[config.mk]
export PLATFORM = sky130hd
export DESIGN_NAME = stack_machine_ctrl
export DESIGN_NICKNAME = d
export VERILOG_FILES = /design/src/rtl/stack_machine_ctrl.sv
export SDC_FILE = /design/constraint.sdc
export NUM_CORES = 1
export LEC_CHECK = 0
export BUFFER_PORTS_ARGS = -buffer_cell sky130_fd_sc_hd__clkbuf_2
export CORE_MARGIN = 2
export CORE_UTILIZATION = 30
export DETAILED_ROUTE_END_ITERATION = 6
export PLACE_DENSITY_LB_ADDON = 0.1
export SYNTH_ARGS = -nofsm -noshare
export SYNTH_HDL_FRONTEND = slang
export SYNTH_SLANG_ARGS = --single-unit
[constraint.sdc]
create_clock -name clk -period 2.59 [get_ports clk]
set_input_delay 0 -clock clk [delete_from_list [all_inputs] [get_ports clk]]
set_output_delay 0 -clock clk [all_outputs]
set_load 0.01 [all_outputs]
[src/rtl/stack_machine_ctrl.sv]
// stack_machine_ctrl: loads the core's instruction memory from a host command stream and sequences run, step and halt.
module stack_machine_ctrl #(
   parameter int PC_W   = 5,
   parameter int INST_W = 12,
   parameter int CYC_W  = 16
) (
   input  logic              clk,
   input  logic              rstN,
   input  logic              i_cmd_valid,
   output logic              o_cmd_ready,
   input  logic [1:0]        i_cmd_op,
   input  logic [INST_W-1:0] i_cmd_data,
   input  logic [PC_W-1:0]   i_core_pc,
   input  logic              i_core_error,
   output logic              o_core_en,
   output logic              o_core_clr,
   output logic              o_imem_we,
   output logic [PC_W-1:0]   o_imem_addr,
   output logic [INST_W-1:0] o_imem_wdata,
   input  logic              i_bp_en,
   input  logic [PC_W-1:0]   i_bp_addr,
   input  logic [CYC_W-1:0]  i_cycle_limit,
   output logic [2:0]        o_state,
   output logic [CYC_W-1:0]  o_cycles,
   output logic              o_done,
   output logic [2:0]        o_halt_cause
);
   typedef enum logic [2:0] {S_IDLE, S_LOAD, S_CLEAR, S_RUN, S_STEP, S_HALTED} state_t;
   localparam logic [1:0] OP_LOAD = 2'd0, OP_RUN = 2'd1, OP_STEP = 2'd2, OP_HALT = 2'd3;
   localparam logic [2:0] C_NONE = 3'd0, C_HOST = 3'd1, C_BP = 3'd2, C_ERR = 3'd3, C_LIMIT = 3'd4, C_STEP = 3'd5;
   localparam logic [PC_W:0] DEPTH = {1'b1, {PC_W{1'b0}}};

   state_t           r_state, w_state, r_after, w_after;
   logic [PC_W:0]    r_n, w_n, r_ptr, w_ptr, w_hdr;
   logic [CYC_W-1:0] r_cycles, w_cycles;
   logic [2:0]       r_cause, w_cause;
   logic             r_first, w_first, w_acc, w_err, w_lim, w_bp, w_hit;

   assign o_cmd_ready  = r_state != S_CLEAR && r_state != S_STEP;
   assign w_acc        = i_cmd_valid && o_cmd_ready;
   assign w_hdr        = i_cmd_data[PC_W:0] > DEPTH ? DEPTH : i_cmd_data[PC_W:0];
   assign w_err        = i_core_error;
   assign w_lim        = i_cycle_limit != '0 && r_cycles == i_cycle_limit;
   assign w_bp         = i_bp_en && i_core_pc == i_bp_addr && !r_first;
   assign w_hit        = w_err || w_lim || w_bp;
   assign o_imem_we    = r_state == S_LOAD && w_acc;
   assign o_imem_addr  = r_state == S_LOAD ? r_ptr[PC_W-1:0] : '0;
   assign o_imem_wdata = r_state == S_LOAD ? i_cmd_data : '0;
   assign o_state      = r_state;
   assign o_cycles     = r_cycles;
   assign o_done       = r_state == S_HALTED;
   assign o_halt_cause = r_cause;

   always_comb begin
      w_state    = r_state;
      w_after    = r_after;
      w_n        = r_n;
      w_ptr      = r_ptr;
      w_cycles   = r_cycles;
      w_cause    = r_cause;
      w_first    = r_first;
      o_core_en  = 1'b0;
      o_core_clr = 1'b0;
      case (r_state)
         S_IDLE, S_HALTED: if (w_acc) begin
            if (i_cmd_op == OP_LOAD && w_hdr != '0) begin
               w_state = S_LOAD;
               w_n     = w_hdr;
               w_ptr   = '0;
            end else if (i_cmd_op == OP_RUN) begin
               // resuming from HALTED skips the clear and masks the breakpoint for one cycle
               w_state = r_state == S_IDLE ? S_CLEAR : S_RUN;
               w_after = S_RUN;
               w_first = r_state == S_HALTED;
            end else if (i_cmd_op == OP_STEP) begin
               w_state = r_state == S_IDLE ? S_CLEAR : S_STEP;
               w_after = S_STEP;
            end else if (i_cmd_op == OP_HALT && r_state == S_HALTED) begin
               w_state = S_IDLE;
               w_cause = C_NONE;
            end
         end
         S_LOAD: if (w_acc) begin
            w_ptr = r_ptr + 1'b1;
            if (w_ptr == r_n) w_state = S_IDLE;
         end
         S_CLEAR: begin
            o_core_clr = 1'b1;
            w_cycles   = '0;
            w_cause    = C_NONE;
            w_state    = r_after;
         end
         S_RUN: begin
            o_core_en = !w_hit;
            w_first   = 1'b0;
            if (w_hit) begin
               w_state = S_HALTED;
               w_cause = w_err ? C_ERR : w_lim ? C_LIMIT : C_BP;
            end else if (w_acc && i_cmd_op == OP_HALT) begin
               w_state = S_HALTED;
               w_cause = C_HOST;
            end
         end
         S_STEP: begin
            o_core_en = !w_err;
            w_state   = S_HALTED;
            w_cause   = w_err ? C_ERR : C_STEP;
         end
         default: w_state = S_IDLE;
      endcase
      if (o_core_en && !(&r_cycles)) w_cycles = r_cycles + 1'b1;
   end

   always_ff @(posedge clk or negedge rstN) begin
      if (!rstN) begin
         r_state  <= S_IDLE;
         r_after  <= S_RUN;
         r_n      <= '0;
         r_ptr    <= '0;
         r_cycles <= '0;
         r_cause  <= C_NONE;
         r_first  <= 1'b0;
      end else begin
         r_state  <= w_state;
         r_after  <= w_after;
         r_n      <= w_n;
         r_ptr    <= w_ptr;
         r_cycles <= w_cycles;
         r_cause  <= w_cause;
         r_first  <= w_first;
      end
   end
endmodule

---- After elaboration in Yosys (flattened, before gate mapping) ----
Cells that the tools add are included.
word-level totals
  output and inout bits ................... 44
  register bits ........................... 38
  word-level logic and storage cells ...... 107
  input bits .............................. 45
cells by class
  multiplexer cells ....................... 39
  $lt $le $gt $ge ......................... 1
  bitwise logic cells ..................... 1
  eq/ne operators ......................... 24
  reduce and logical (&&, ||, !) cells .... 33
  $add $sub $neg .......................... 2
operators by type and width
  operator               number
  $mux 3                 21
  $mux 16                2
  $mux 6                 4
  $add 16x1->16 const B  1
  $eq 16x16->1           1
  $ne 2x2->1 const B     8
  $reduce_and 16->1      1
  $reduce_bool 16->1     1
  $pmux 3 s5             1
  $mux 12                1
  $pmux 3 s4             1
  $pmux 6 s2             1
  $reduce_and 4->1       3
  $logic_and 1x1->1      10
  $reduce_bool 2->1      4
  $reduce_and 7->1       1
  $add 6x1->6 const B    1
  $eq 3x2->1 const B     2
  $eq 3x3->1 const B     2
  $eq 6x6->1             1
  $gt 6x6->1 const B     1
  $ne 3x3->1 const B     2
  $reduce_bool 6->1      1
  $eq 5x5->1             1
  18 further kinds       28

---- Logic depth before layout (Yosys ltp) ----
Gate-level depths: netlist of run 1.
  word-level depth ........................ 8
  mapped depth ............................ 9
  gate-level depth less buffers ........... 8

---- Worst setup path after synthesis of run 1 ----
No wires, ideal clock.
  kind .................................... flip-flop to flip-flop
  start ................................... register r_cycles[0] (netlist: o_cycles[0])
  end ..................................... register r_cycles[15] (netlist: o_cycles[15])
  arrival ................................. 1.992 ns
  required time ........................... 2.503 ns
  buffers on the path ..................... 1
  setup slack ............................. 0.511 ns
  setup time .............................. 0.087 ns
  cell stages (with the launch flop) ...... 9
  period minus slack after synthesis ...... 2.079 ns
  cells stage by stage .................... dfrtp_1 > ha_1 > nand3_2 > nor4_4 > a31oi_1 > a21oi_1 > a21bo_2 > buf_4 > o211ai_1
on the way
  word-level cells in the longest chain between the ends .. 8
  elaborated cells between the ends (all ways) .. 12
  classes of those cells .................. add/sub (1); eq/ne (1); mux (2); reduce/logical (8)
RTL lines
  what                                                 line  RTL
  start, declared                                      35    logic [CYC_W-1:0] r_cycles, w_cycles;
  start signal, assigned                               128   r_cycles <= w_cycles;
  $eq 16x16->1                                         43    assign w_lim = i_cycle_limit != '0 && r_cycles == i_cycle_limit;
  $logic_and 1x1->1                                    43
  $logic_or 1x1->1 (2 in series)                       45    assign w_hit = w_err || w_lim || w_bp;
  $logic_not 1->1                                      94    o_core_en = !w_hit;
  $pmux 1 s2                                           64    case (r_state)
  $logic_and 1x1->1                                    111   if (o_core_en && !(&r_cycles)) w_cycles = r_cycles + 1'b1;
  $mux 16 / $reduce_bool 2->1 (equally long branches)  -
Parallel ways exist; a longest one is shown, timed or not.
A chain may end at the register's enable or synchronous reset.

---- Worst setup path after layout of run 1 ----
  start ................................... register r_cycles[1] (netlist: o_cycles[1])
  end ..................................... register r_cycles[15] (netlist: o_cycles[15])
The elaborated chain is that of the path after synthesis.

==> summary.md, run 1 <==
The run finished with clean final reports. The number of global-route vias before repair is 2,640, and the number of distinct library cells after synthesis is 58. The count of placed standard cells including taps was 545; the count of buffers inserted at the top-level ports was 88.

The Yosys step of the flow raised 0 warnings. Compared with the post-synthesis result, the final layout area differs by 25.8%. The class of the most critical setup path is reg2reg. For the maximum number of pins on one net before global-route repair, the log shows 38. The number of nets in the synthesized netlist is 387. The tools report the number of top-level pins as 89. After global routing the overflow that remains totals 0. The number of nets in the finished design was 478. Biggest area consumer among synthesized cells: dfrtp_1.

In this run, the combinational gates consume 52.1% of the power. The aggregate routed wire length was 8140 um. The portion of total power attributed to sequential cells came out at 34.3%.

The die covers 10,300 um2. The layout cell share with drive strength beyond 1 is 28.7%. Clock group share of total power: 13.6%. The tree is rooted in a clkbuf_8. Setup repair after global routing left no endpoint under its margin. The tool flagged a number of max-cap violations equal to 0. At the end of routability-driven placement, the weighted congestion stood at 0.775. The half-perimeter wire length of the detailed placement result was 6100 um; the clock latency reported for the late side of the worst-skew pair was 0.29 ns.

The initialized floorplan defines 35 standard-cell rows. Worst clock skew on the final layout: 0.0107 ns. For this block, the via count after detailed routing is 2,752.

Using the TritonRoute via totals, the vias-per-cell ratio works out to 4.94. For this run, the total global-route usage over all layers was measured as 16.4%. Timing-limited maximum frequency: 445 MHz.

After synthesis the cells add up to 2850 um2. The share of synthesized registers carrying an async set or reset was 100%. The cell count after synthesis came out at 336. For the pin with the worst max-slew slack, the measured transition is 0.997 ns. The logs give 0 for the diode insertion count for antenna repair and 0 for the post-cts resize count.

The total chip power was 3400 uW. Among all flip-flop cells after synthesis, the most frequent one is dfrtp_1. Path class of the lowest-slack min-delay path: in2reg. Data on the critical path is required at its endpoint by 2.80 ns. The first detailed-routing pass ran for 4 iterations.

In this run the power density over the cells is 950 nW/um2. Aggregate negative setup slack: 0 ns. The width of the die is 101 um, and the count of final max-slew check failures is 0.

The worst relative slew slack is 33.5%. The clock-pin slew on the worst setup and hold paths was 0.08 ns; the number of enable-type register cells in the synthesized netlist was 0. The count of antenna-violating nets left after detailed routing was 0; the worst slack on hold paths was 0.0135 ns. The floorplan step defined a core boundary enclosing 9240 um2. TritonCTS built the clock tree. The first routing iteration left 159 violations. The worst path uses 86.7% of the clock period. For this run, design rule violations remaining after detail routing come to 0.

CTS saw 37 sinks. Data arrives at the worst endpoint at 2.46 ns. The longest clock path from root to sink contains 2 buffers. The library cell used most frequently in the layout, excluding fill and tap cells, is clkbuf_2. In this run, CTS created clock tree buffers numbering 5. The post-layout minimum cycle time was 2.25 ns.

The finished cells cover 3580 um2. In this run the worst path has a maximum fanout of 15. Internal power comes to 1890 uW.

The mean cell area of the mapped netlist was 8.48 um2. In the layout the commonest cells are 88 x clkbuf_2, 36 x dfrtp_1, 25 x nor2_1. The initial utilization of the core area, before any placement, comes to 30.8%. The count of state elements after synthesis works out to 37. The tools report the final hold violation count as 0. In the final routed layout, each cell accounts on average for 14.6 um. The run gives 13,200 um as the first-pass GRT wire length.

The sequential-to-total area share from yosys stat came out at 32.5%. Number of standard cells in the final layout excluding fillers: 557. The leakage dissipation was 0.00167 uW. The instance area at placement is 3440 um2, and the switching power is 1510 uW.

The number of antenna violations at the first check in global routing was 0. The number of filler cells placed in the layout was 937. The worst setup path is captured at a flip-flop. Setup violations remaining at the end of the flow were counted as 0. CTS built an H-tree with a depth of 2. For the largest vdd supply drop, the log shows 346 uV.

Sorting the synthesized cells by area gives the leading types as dfrtp_1 32%, xor2_1 6.1%, and2_1 4.8%. The worst setup path is launched from a flip-flop. Switching share of power: 44.5%. Fraction of synthesized cell area taken by the top area cell type: 31.6%.

The die is 101 um tall.
repair_timing:
action,in CTS,in global routing
hold buffers,4,0
buffers inserted,0,0
hold endpoints to repair,39,0
final cells by class:
cell class / count / area, um2 / share of cell area (%)
Clock buffer: 7 / 96.3 / 2.69
Clock inverter: 1 / 5.00 / 0.140
Inverter: 24 / 90.1 / 2.51
Multi-Input combinational cell: 256 / 1740 / 48.6
Sequential cell: 37 / 927 / 25.9
Tap cell: 129 / 161 / 4.50
Timing Repair Buffer: 103 / 563 / 15.7
synth_stat cells, types with 7 or more instances:
cell,count
and2_1,22
o21ai_0,23
nand3_1,11
xnor2_1,8
nor2_1,25
xor2_1,20
a21oi_1,10
nor4_1,10
nand2_1,24
nor3_1,8
clkbuf_1,11
a31oi_1,7
o221ai_1,14
dfrtp_1,36
inv_1,24
worst max-delay path: stages (launching register included):
cell and delay, ns:
dfrtp_1 0.44, ha_1 0.23, nand3_2 0.17, nor4_4 0.37, a31oi_1 0.18, buf_4 0.20, a21bo_2 0.34, o211ai_1 0.22
sequential cells by signal (all words and copies together) (netlist names):
| name | flops |
|---|---|
| o_halt_cause | 3 |
| r_n | 6 |
| o_state | 3 |
| o_cycles | 16 |
| r_first | 1 |
| r_after | 2 |
| r_ptr | 6 |
power by group through the flow:
stage / Combinational [uW] / Clock, uW / Sequential, uW
finish: 1770 / 464 / 1170
global route: 1980 / 506 / 1220
CTS: 1790 / 483 / 1160
detailed placement: 1780 / 0 / 1180
global placement: 1780 / 0 / 1170
floorplan: 1210 / 0 / 1110
cells by family (layout without fill, tap and decap cells):
family          count (synthesis)  count (layout)  synth area share (%)
buf+inv                        43             135                  6.54
simple gates                  131             131                  25.3
compound gates                 84              84                  20.7
fa+ha+maj                       6               6                  2.63
mux                             5               5                  2.02
xor+xnor                       30              30                  10.2
flops                          37              37                  32.5
final timing paths:
kind	startpoint	end	slack (ns)	cells past startpoint
setup / recovery	o_cycles[1]	o_cycles[15]	0.34	7
hold / removal	i_core_error	o_halt_cause[2]	0.01	2
setup reg to reg	o_cycles[1]	o_cycles[15]	0.34	7
hold reg to reg	r_after[1]	r_after[1]	0.49	2
max in group asynchronous	rstN	o_state[0]	1.55	2
min in group asynchronous	rstN	o_cycles[8]	0.43	2
per-layer routing:
layer / track usage, % / part of all wire, % / vias up
met1: 22.8 / 49 / 1284
met2: 26.5 / 45 / 76
met5: 0 / 0 / -
li1: - / - / 1387
met4: 3.64 / 0.91 / 0
met3: 2.90 / 4.6 / 5
per-stage QoR:
stage	utilization (%)	setup WS, ns
5_1_grt	38.8	0.122
4_1_cts	38.8	0.312
3_5_place_dp	37.3	0.353
3_3_place_gp	37.3	0.400
2_1_floorplan	-	0.511
6_report	38.8	0.344
Note: power is estimated with default switching activity, not from simulation.
==> run 2: changes to the inputs <==
--- a/config.mk
+++ b/config.mk
@@ -9,7 +9,9 @@
 export CORE_MARGIN = 2
 export CORE_UTILIZATION = 30
 export DETAILED_ROUTE_END_ITERATION = 6
+export GPL_TIMING_DRIVEN = 0
 export PLACE_DENSITY_LB_ADDON = 0.1
+export REMOVE_ABC_BUFFERS = 1
 export SYNTH_ARGS = -nofsm -noshare
 export SYNTH_HDL_FRONTEND = slang
 export SYNTH_SLANG_ARGS = --single-unit
==> run 2 against run 1 <==
Flip-flop and latch count is the same. Hold slack improved by 0.037 ns. Critical path depth stayed put. Critical path type unchanged.
==> summary.md, run 2 (same netlist as run 1, synthesis figures left out) <==
The logs give 2.55% (was 2.90%) for the met3 track utilization from global routing and 0 (unchanged) for the overall overflow remaining after global route. The final cycle utilization of the critical path is 91.3% (was 86.7%). The number of top-level pins came out at 89 (unchanged).

The detailed-route vias per instance came out at 5.01 (was 4.94). The family of cells with the greatest summed delay on the critical path was compound AO/OA/AOI/OAI gates (unchanged). Row count: 35 (unchanged). The layout cell share with drive strength beyond 1 was 27.9% (was 28.7%); the area enclosed by the die boundary was 10,300 um2 (unchanged).

Number of standard cells in the final layout excluding fillers: 548 (was 557). The critical-path cell with the highest stage delay is dfrtp_2 (was dfrtp_1). The run gives 0.29 ns (about the same) as the clock latency reported for the late side of the worst-skew pair. The number of buffers inserted during clock tree synthesis was 5 (unchanged). The power density of the placed cells works out to 922 nW/um2 (was 950 nW/um2).

Root buffer selected by CTS: clkbuf_8 (unchanged). The timing-limited maximum frequency was 423 MHz (was 445 MHz). The clock-pin slew on the worst setup and hold paths came out at 0.08 ns (about the same).

The path class of the lowest-slack min-delay path was in2reg (unchanged). The final hold violation count came out at 0 (unchanged). The run gives 957 (was 937) as the number of filler cells placed in the layout. For the multi-input combinational cell area, the log shows 1770 um2 (was 1740 um2). Setup repair after global routing left no endpoint under its margin.

The aggregate global-route resource usage was 15.1% (was 16.4%); the worst clock skew on the final layout was 0.00446 ns (was 0.0107 ns). The number of buffers and inverters on the critical path was 0 (was 1). The endpoint kind of the worst setup timing path was a flip-flop (unchanged). The register area is 931 um2 (was 927 um2). Ordered cell list for the critical path: ha_1, nand3_2, nor4_4, a31oi_4, a21oi_1, a21bo_4, o21ai_0 (was ha_1, nand3_2, nor4_4, a31oi_1, buf_4, a21bo_2, o211ai_1).

The via total after detailed routing was 2,748 (was 2,752). The tools report the portion of total power attributed to sequential cells as 38.2% (was 34.3%). Number of DRC markers after the initial detailed-route iteration: 88 (was 159).

The slack of the worst reg-to-reg path is 0.23 ns (was 0.34 ns), and the largest vdd supply drop is 314 uV (was 346 uV). The leakage dissipation was 0.00163 uW (was 0.00167 uW); the starting utilization of the core area was 30.8% (unchanged). The growth of design area from synthesis to finish is 24.4% (was 25.8%). The class of the most critical setup path is reg2reg (unchanged). The die extent in y came out at 101 um (unchanged).

The maximum number of pins on one net before global-route repair is 38 (unchanged), and the first-pass GRT wire length is 12,300 um (was 13,200 um). TritonCTS built the clock tree. The data arrival at the endpoint of the critical path is 2.57 ns (was 2.46 ns), and the data required time at the worst endpoint is 2.80 ns (about the same).

The number of flip-flops in the largest register was 16 (unchanged); the slew at the pin closest to its max-slew limit was 1.02 ns (was 0.997 ns). The leading cell type in the layout, fill and taps excluded is clkbuf_2 (unchanged). The run gives 2,514 (was 2,640) as the number of global-route vias before repair. The worst slack on hold paths was 0.0509 ns (was 0.0135 ns); the global-route met1 utilization was 19.7% (was 22.8%). The logs give 0 (unchanged) for the count of antenna-violating nets left after detailed routing and 536 (was 545) for the count of placed standard cells including taps. The width of the die came out at 101 um (unchanged). For the global placer's final weighted congestion, the log shows 0.773 (was 0.775).

The tools report the clock sink count as 37 (unchanged). The highest cell delay on the worst timing path was 0.45 ns (was 0.44 ns). The flow ran to the end, and the final reports show no timing, DRC or antenna violations. The mean routed wirelength per cell came out at 14.2 um (was 14.6 um). The run gives 25.7% (was 26.5%) as the global-route track usage on met2. The count of buffers inserted at the top-level ports is 88 (unchanged), and the worst relative slew slack is 32.2% (was 33.5%). Half-perimeter wire length of the detailed placement result: 5680 um (was 6100 um). The tools report the nature of the critical path startpoint as a flip-flop (unchanged). The highest fanout seen on the critical path is 15 (unchanged), and the area inside the core boundary is 9240 um2 (unchanged).

The logs give 0 (unchanged) for the count of final setup violators and 0 (unchanged) for the remaining routing DRC violations. Most frequent cells in the layout: 88 x clkbuf_2, 33 x dfrtp_1, 25 x nor2_1 (was 88 x clkbuf_2, 36 x dfrtp_1, 25 x nor2_1). The number of search-and-repair iterations in the first detailed-routing pass is 4 (unchanged), and the count of final max-slew check failures is 0 (unchanged). The logs give 0 (unchanged) for the number of antenna violations at the first check in global routing and 471 (was 478) for the number of nets in the finished design. The aggregate routed wire length was 7780 um (was 8140 um); the switching share of power was 45.1% (was 44.5%).

The switching power was 1480 uW (was 1510 uW); the number of buffers between clock root and the deepest sink was 2 (unchanged). The highest-utilization routing layer at the global route stage is met2 (unchanged). The count of maximum capacitance violations came out at 0 (unchanged).

The fraction of power consumed by combinational cells is 49.8% (was 52.1%), and the diode insertion count for antenna repair is 0 (unchanged). The internal power summed over all cells came out at 1790 uW (was 1890 uW). For the core utilization of the finished layout, the log shows 38.4% (was 38.8%). The post-layout minimum cycle time was 2.36 ns (was 2.25 ns); the clock group share of total power was 11.9% (was 13.6%). The H-tree depth reported by CTS came out at 2 (unchanged).
-- run 2: path summary, 6_finish.rpt --
check,start,to,cells past startpoint
worst min register to register,r_after[2],r_after[2],2
worst max register to register,o_cycles[0],o_cycles[14],7
max in group asynchronous,rstN,o_state[0],2
min in group asynchronous,rstN,o_cycles[7],2
worst max-delay path,o_cycles[0],o_cycles[14],7
worst min-delay path,i_core_error,o_halt_cause[2],2
-- run 2: worst reg2reg max path, cell delays in order, from the launching register on --
cell and delay [ns]:
dfrtp_2 0.45, ha_1 0.23, nand3_2 0.20, nor4_4 0.45, a31oi_4 0.27, a21oi_1 0.22
a21bo_4 0.31, o21ai_0 0.17
-- run 2: layer usage --
metal	vias up	share of wire [%]
met2	65	48
met3	9	3.4
li1	1379	-
met4	0	1.2
met1	1295	47
met5	-	0
-- run 2: final cells by class --
type                       count  share of cell area, %
multi-input combinational    256                   49.9
sequential                    37                   26.3
timing repair buffer          96                   14.7
tap                          129                   4.55
inverter                      24                   2.54
clock buffer                   5                   1.94
clock inverter                 1                  0.141
-- run 2: power by group through the flow --
stage          Sequential [uW]  Combinational (uW)  Clock (uW)
6_report                  1250                1630         391
5_1_grt                   1310                1820         426
4_1_cts                   1250                1650         412
3_5_place_dp              1250                1640           0
3_3_place_gp              1250                1590           0
2_1_floorplan             1200                1030           0
-- run 2: repair_timing --
item,4_1_cts,5_1_grt
setup endpoints to repair,16,18
buffers inserted,0,1
pin swaps,0,1
resized for setup,3,4
hold endpoints to repair,40,0
hold buffers,5,0
-- run 2: per-stage QoR --
stage	power [uW]	area [um2]	setup slack, ns	setup TNS, ns
6_report	3270	3550	0.226	0
5_1_grt	3560	3550	0.0406	0
4_1_cts	3310	3520	0.0176	0
3_5_place_dp	2890	3380	-0.273	-3.86
3_3_place_gp	2840	3360	-0.895	-9.97
2_1_floorplan	2230	2750	0.135	0
